--- src/rtl/fetch_queue.sv ---
// fetch_queue: in-order imem fetch buffer between program_counter and decode.
// Define FETCH_PERF_EN to add the FetchCount/BubbleCount performance counters.
module fetch_queue #(
    parameter int          DEPTH   = 2,
    parameter int          MAX_OUT = 2,
    parameter logic [31:0] NOP     = 32'h0000_0013
) (
    input  logic        clk,
    input  logic        rst,
    input  logic [31:0] PCF,
    output logic        FetchStallF,
    output logic        ImemReq,
    output logic [31:0] ImemAddr,
    input  logic        ImemGnt,
    input  logic        ImemRValid,
    input  logic [31:0] ImemRData,
    input  logic        StallD,
    input  logic        FlushD,
    output logic        ValidD,
    output logic [31:0] InstrD,
    output logic [31:0] PCD,
    output logic [31:0] PCPlus4D
`ifdef FETCH_PERF_EN
    ,
    output logic [31:0] FetchCount,
    output logic [31:0] BubbleCount
`endif
);
    localparam int AW = (DEPTH > 1) ? $clog2(DEPTH) : 1;
    localparam int PW = (MAX_OUT > 1) ? $clog2(MAX_OUT) : 1;
    localparam int CW = $clog2(DEPTH + 1);
    localparam int OW = $clog2(MAX_OUT + 1);

    logic [31:0]   instr_q [DEPTH];
    logic [31:0]   pc_q    [DEPTH];
    logic [31:0]   pend_q  [MAX_OUT];
    logic [AW-1:0] rd_q, rd_d, wr_q, wr_d;
    logic [PW-1:0] prd_q, prd_d, pwr_q, pwr_d;
    logic [CW-1:0] count_q, count_d;
    logic [OW-1:0] out_q, out_d, drop_q, drop_d;
    logic          accept, rv, push, pop;

    always_comb begin
        // Reserving a slot per outstanding request guarantees every response has room.
        ImemReq     = !rst && !FlushD && (32'(out_q) < MAX_OUT) && (32'(count_q) + 32'(out_q) < DEPTH);
        ImemAddr    = PCF;
        accept      = ImemReq && ImemGnt;
        FetchStallF = !accept && !FlushD;
        rv          = ImemRValid && (out_q != '0);
        push        = rv && (drop_q == '0) && !FlushD;
        ValidD      = (count_q != '0);
        pop         = ValidD && !StallD && !FlushD;
        InstrD      = ValidD ? instr_q[rd_q] : NOP;
        PCD         = ValidD ? pc_q[rd_q] : 32'd0;
        PCPlus4D    = PCD + 32'd4;
        rd_d        = FlushD ? '0 : rd_q + AW'(pop);
        wr_d        = FlushD ? '0 : wr_q + AW'(push);
        count_d     = FlushD ? '0 : count_q + CW'(push) - CW'(pop);
        prd_d       = rv ? ((prd_q == PW'(MAX_OUT - 1)) ? '0 : prd_q + PW'(1)) : prd_q;
        pwr_d       = accept ? ((pwr_q == PW'(MAX_OUT - 1)) ? '0 : pwr_q + PW'(1)) : pwr_q;
        out_d       = out_q + OW'(accept) - OW'(rv);
        // Pending PCs survive a flush so the dropped responses still pop them in order.
        drop_d      = FlushD ? out_q - OW'(rv) : drop_q - OW'(rv && (drop_q != '0));
    end

    always_ff @(posedge clk or posedge rst) begin
        if (rst) begin
            rd_q    <= '0;
            wr_q    <= '0;
            prd_q   <= '0;
            pwr_q   <= '0;
            count_q <= '0;
            out_q   <= '0;
            drop_q  <= '0;
        end else begin
            rd_q    <= rd_d;
            wr_q    <= wr_d;
            prd_q   <= prd_d;
            pwr_q   <= pwr_d;
            count_q <= count_d;
            out_q   <= out_d;
            drop_q  <= drop_d;
        end
    end

    always_ff @(posedge clk) begin
        if (push) begin
            instr_q[wr_q] <= ImemRData;
            pc_q[wr_q]    <= pend_q[prd_q];
        end
        if (accept)
            pend_q[pwr_q] <= PCF;
    end

    always_ff @(posedge clk)
        if (!rst)
            assert (!(ImemRValid && (out_q == '0)));

`ifdef FETCH_PERF_EN
    logic [31:0] fetch_cnt_q, bubble_cnt_q;

    always_ff @(posedge clk or posedge rst) begin
        if (rst) begin
            fetch_cnt_q  <= '0;
            bubble_cnt_q <= '0;
        end else begin
            if (push)
                fetch_cnt_q <= fetch_cnt_q + 32'd1;
            if (!ValidD && !StallD)
                bubble_cnt_q <= bubble_cnt_q + 32'd1;
        end
    end

    assign FetchCount  = fetch_cnt_q;
    assign BubbleCount = bubble_cnt_q;
`endif
endmodule

--- config.mk ---
export PLATFORM = sky130hd
export DESIGN_NAME = fetch_queue
export DESIGN_NICKNAME = d
export VERILOG_FILES = /design/src/rtl/fetch_queue.sv
export SDC_FILE = /design/constraint.sdc
export NUM_CORES = 1
export LEC_CHECK = 0
export ABC_AREA = 0
export ABC_CLOCK_PERIOD_IN_PS = 3600
export BUFFER_PORTS_ARGS = -buffer_cell sky130_fd_sc_hd__buf_2
export CORE_ASPECT_RATIO = 0.8
export CORE_UTILIZATION = 31
export DETAILED_ROUTE_END_ITERATION = 12
export SLEW_MARGIN = 30
export SYNTH_ARGS = -nofsm -noshare
export SYNTH_HDL_FRONTEND = slang
export SYNTH_SLANG_ARGS = --single-unit
--- constraint.sdc ---
create_clock -name clk -period 3.6 [get_ports clk]
set_input_delay 0.18 -clock clk [delete_from_list [all_inputs] [get_ports clk]]
set_output_delay 0.18 -clock clk [all_outputs]
set_load 0.05 [all_outputs]
After elaboration in Yosys (flattened, before gate mapping)
Memory sizes are Yosys's and may differ from the RTL's.
Index checks and enable logic that the tools add are counted.
{"block": "totals", "ram_bits": 192, "reg_bits": 10, "in_bits": 70, "out_inout_bits": 131, "memories": 3}
{"block": "classes", "n_mux": 12, "addsub": 12, "magnitude_cmp": 2, "reduce_logical": 19}
{"memory": "instr_q", "depth": 2, "word_bits": 32, "rd": 1, "rd_clocked_by_memory_dff": 0, "write_ports": 1, "line_no": "34", "text": "logic [31:0] instr_q [DEPTH];"}
{"memory": "pc_q", "depth": 2, "word_bits": 32, "rd": 1, "rd_clocked_by_memory_dff": 0, "write_ports": 1, "line_no": "35", "text": "logic [31:0] pc_q [DEPTH];"}
{"memory": "pend_q", "depth": 2, "word_bits": 32, "rd": 1, "rd_clocked_by_memory_dff": 0, "write_ports": 1, "line_no": "36", "text": "logic [31:0] pend_q [MAX_OUT];"}
{"cell": "32-bit two-way mux", "count": 2}
{"cell": "32-bit by 3-bit adder with 32-bit output, second input constant", "count": 1}
{"cell": "1-bit logical AND", "count": 11}
{"cell": "1-bit two-way mux", "count": 8}
{"cell": "2-bit by 1-bit subtractor with 2-bit output", "count": 4}
{"cell": "2-bit nonzero test", "count": 3}
{"cell": "2-bit by 1-bit adder with 2-bit output", "count": 2}
{"cell": "1-bit zero test", "count": 4}
{"cell": "2-bit two-way mux", "count": 2}
{"cell": "2-bit by 2-bit adder with 3-bit output", "count": 1}
{"cell": "3-bit by 2-bit < comparator with 1-bit output, second input constant", "count": 1}
{"cell": "1-bit adder", "count": 2}
{"cell": "1-bit adder, second input constant", "count": 2}
{"cell": "2-bit zero test", "count": 1}
{"cell": "2-bit < comparator, second input constant", "count": 1}

Logic depth before layout (Yosys ltp)
{"block": "logic_depth", "depth_word": 7, "ltp_mapped": 13}

Worst setup path before layout
OpenSTA, ideal clock, no wires.
{"block": "synth_path", "path_type": "reg-to-output", "start": "register count_q[1]", "end": "output PCPlus4D[24]", "stages_incl_launch_ff": 14, "t_required_ns": 3.420, "path_buffers": 3, "slack_ns": -0.773, "arrival_time_ns": 4.193, "cell_sequence": "dfrtp_1 nor2_2 buf_6 buf_2 buf_1 inv_1 nand2_1 inv_1 ha_1 o21ai_0 a211oi_2 nand3b_2 a2111oi_2 xor2_1"}
{"block": "synth_between", "elab_chain_len": 3}
{"item": "start, declared", "line_no": "39", "text": "logic [CW-1:0] count_q, count_d;"}
{"item": "start signal, assigned", "line_no": "80", "text": "count_q <= count_d;"}
{"item": "2-bit nonzero test", "line_no": "51", "text": "ValidD = (count_q != '0);"}
{"item": "named net ValidD", "line_no": "19", "text": "output logic ValidD,"}
{"item": "32-bit two-way mux", "line_no": "54", "text": "PCD = ValidD ? pc_q[rd_q] : 32'd0;"}
{"item": "named net PCD[2]", "line_no": "21", "text": "output logic [31:0] PCD,"}
{"item": "32-bit by 3-bit adder with 32-bit output", "line_no": "55", "text": "PCPlus4D = PCD + 32'd4;"}
{"item": "end, declared", "line_no": "22", "text": "output logic [31:0] PCPlus4D"}
The timed path passes the listed nets, and every way through them passes these cells.

Worst setup path in the final report
{"block": "layout_path", "start": "register rd_q", "end": "output PCPlus4D[20]"}
{"block": "layout_between", "elab_chain_len": 3}
{"item": "start, declared", "line_no": "37", "text": "logic [AW-1:0] rd_q, rd_d, wr_q, wr_d;"}
{"item": "start signal, assigned", "line_no": "76", "text": "rd_q <= rd_d;"}
{"item": "memory 2 x 32 bit"}
{"item": "32-bit two-way mux", "line_no": "54"}
{"item": "32-bit by 3-bit adder with 32-bit output", "line_no": "55"}
Every way passes these cells.

==> flow_metrics.env <==
export IMPL_antenna_cells=0
export IMPL_drc=0
export IMPL_start_kind="flop"
export IMPL_grt_use_total_pct=13.13
export IMPL_die_w_um=190.7
export IMPL_gr_usage_met3_pct=2.480
export IMPL_netlist_instances=573
export IMPL_grt_pass1_wl_um=29360
export IMPL_hp_class="primary input to flop"
export IMPL_setup_tns_final_ns=0
export IMPL_instances_no_fill=1196
export IMPL_skew_ns=0.01467
export IMPL_syn_num_nets=653
export IMPL_leakagePower_uw=0.004388
export IMPL_status="finished clean"
export IMPL_fin_nets=899
export IMPL_port_buffers=200
export IMPL_grt_pass1_vias=5262
export IMPL_whs_ns=0.01175
export IMPL_cts_tree="done"
export IMPL_ant_nets=0
export IMPL_grt_busiest_layer="met2"
export IMPL_ys_warn_count=0
export IMPL_hold_viol_final=0
export IMPL_postPlaceCellArea_mm2=0.01015
export IMPL_synthTopCellsByArea="edfxtp_1, mux2i_1, mux2_2"
export IMPL_area_growth_pct=30.68
export IMPL_grt_overflow=0
export IMPL_synthArstFlopShare_pct=4.950
export IMPL_clock_root_buffer="clkbuf_16"
export IMPL_fmax_mhz=293.6
export IMPL_synth_most_common_cell="edfxtp_1"
export IMPL_synth_seq_cells=202
export IMPL_h_tree_depth=1
export IMPL_initial_core_util_pct=31.94
export IMPL_worstPathRequired_ns=3.42
export IMPL_layout_drive_gt1_share_pct=39.06
export IMPL_synth_edff_count=192
export IMPL_clk_path_buf_depth=3
export IMPL_synthFlopType="edfxtp_1"
export IMPL_viasPerCell=4.436
export IMPL_setup_viol=0
export IMPL_drt_pass1_iter_count=4
export IMPL_arrival_ns=3.23
export IMPL_ys_seq_area_share_pct=68.16
export IMPL_design_area_mm2=0.01153
export IMPL_antenna_found_initial=0
export IMPL_vias=5305
export IMPL_gp_congestion=0.7785
export IMPL_critPathCaptureType="output pin"
export IMPL_dieHeight_um=152.9
export IMPL_insertion_delay_ns=0.50
export IMPL_drt_iter0_drc=279
export IMPL_post_place_ws_ns=0.4477
export IMPL_synth_top_area_share_pct=65.32
export IMPL_maxSlewHeadroom_pct=38.00
export IMPL_wl_um=19760
export IMPL_finalCritPeriodShare_pct=94.61
export IMPL_drv_cap=0
export IMPL_grtUsageMet1_pct=17.69
export IMPL_syn_area_per_cell_um2=15.40
export IMPL_min_period_ns=3.406
export IMPL_grt_max_degree=43
export IMPL_worstSetupPathType="flop to output pin"
export IMPL_grtUsageMet2_pct=21.87
export IMPL_coreArea_mm2=0.02763
export IMPL_cellPowerDensity_mw_per_mm2=637.6
export IMPL_dieArea_mm2=0.02915
export IMPL_worst_slew_pin_slew_ns=0.9300
export IMPL_yosys_area_top_type="edfxtp_1"
export IMPL_reg2reg_slack_ns=0.67
export IMPL_layout_setup_ws_ns=0.1941
export IMPL_num_rows=54
export IMPL_syn_cell_area_mm2=0.008826
export IMPL_crit_fanout=16
export IMPL_synth_distinct_cells=42
export IMPL_path_clk_slew_ns=0.06
export IMPL_cts_inserted_buffers=21
export IMPL_ys_top_cells_by_count="edfxtp_1, nor2_1, mux2i_1"
export IMPL_dpl_cell_count=1092
export IMPL_num_io_pins=201
export IMPL_slew_viol_final=0
export IMPL_clock_sinks=202
export IMPL_wl_per_cell_um=16.52
export IMPL_dp_hpwl_um=12830
export IMPL_irDropWorstVdd_v=0.0003441
cell families (layout without fill, tap and decap cells):
group | after synthesis | count (layout) | share of synthesized area, %
XOR/XNOR | 36 | 36 | 3.572
adder cells (fa/ha/maj) | 10 | 10 | 1.503
buffers and inverters | 70 | 329 | 5.189
AND/OR/NAND/NOR | 142 | 142 | 8.506
AO/OA/AOI/OAI | 17 | 17 | 1.715
multiplexers | 96 | 96 | 11.36
flip-flops | 202 | 202 | 68.16
flip-flops by register name (all words and copies together), names as in the netlist:
signal   count
pc_q        64
count_q      2
pend_q      64
out_q        2
rd_q         1
pwr_q        1
prd_q        1
wr_q         1
instr_q     64
drop_q       2
worst max-delay path: stages (launching register included):
cell and delay [ns]:
dfrtp_4 0.58, mux2_2 0.29, nand2_4 0.06, clkinvlp_4 0.06, ha_1 0.19, o21ai_0 0.18, a211oi_2 0.23, buf_4 0.16
nand3b_4 0.22, nor3_2 0.33, xor2_2 0.15, buf_2 0.27
where the power goes:
part	switching [uW]	internal [uW]	leakage [uW]
Sequential	176	2810	0.00185
Combinational	1660	701	0.00224
Clock	858	1150	0.000297
Total	2700	4660	0.00439
what timing repair did:
action | CTS | global route
setup endpoints to repair | 8 | 10
resized for setup | 2 | 12
hold buffers | 67 | 0
buffers inserted | 0 | 1
pin swaps | 0 | 1
endpoints found under the hold margin | 139 | 0
layer usage:
layer | vias up | wire length, um | share of wire [%]
li1 | 2547 | - | -
met1 | 2538 | 8966 | 45
met2 | 195 | 9185 | 46
met3 | 25 | 1235 | 6.3
met4 | 0 | 370 | 1.9
met5 | - | 0 | 0
metrics by stage:
stage | utilization (%) | power, uW
global placement | 36.72 | 5344
global route | 41.74 | 7674
detailed placement | 36.72 | 5354
CTS | 41.47 | 7436
finish | 41.74 | 7354
floorplan | - | 4831
placed cells by master (no fill, tap or decap), types with 5 or more instances in the layout:
| cell | count |
|---|---|
| ha_1 | 7 |
| nand2_1 | 22 |
| mux2i_1 | 63 |
| clkbuf_1 | 6 |
| xor2_2 | 9 |
| xnor2_1 | 12 |
| inv_1 | 11 |
| nor2_1 | 64 |
| xor2_1 | 14 |
| buf_2 | 199 |
| buf_4 | 10 |
| nor3_2 | 6 |
| nand3_1 | 9 |
| mux2_2 | 33 |
| dfrtp_1 | 7 |
| dlygate4sd3_1 | 67 |
| nor3_1 | 5 |
| clkbuf_16 | 21 |
| edfxtp_1 | 192 |
| o21ai_0 | 5 |
final timing paths:
kind | from | end | depth (start not counted)
worst max-delay path | rd_q | PCPlus4D[20] | 11
worst min-delay path | FlushD | wr_q | 2
worst max register to register | count_q[0] | out_q[1] | 10
worst min register to register | pwr_q | pwr_q | 1
max in group asynchronous | rst | rd_q | 3
min in group asynchronous | rst | pwr_q | 3
layout make-up:
class | instances | area [um2]
tap | 364 | 455.4
sequential | 202 | 6022
timing repair buffer | 280 | 1809
clock inverter | 9 | 75.07
fill | 2563 | 16100
inverter | 13 | 56.30
clock buffer | 27 | 548.0
multi-input combinational | 301 | 2567
(Power assumes the default switching activity.)
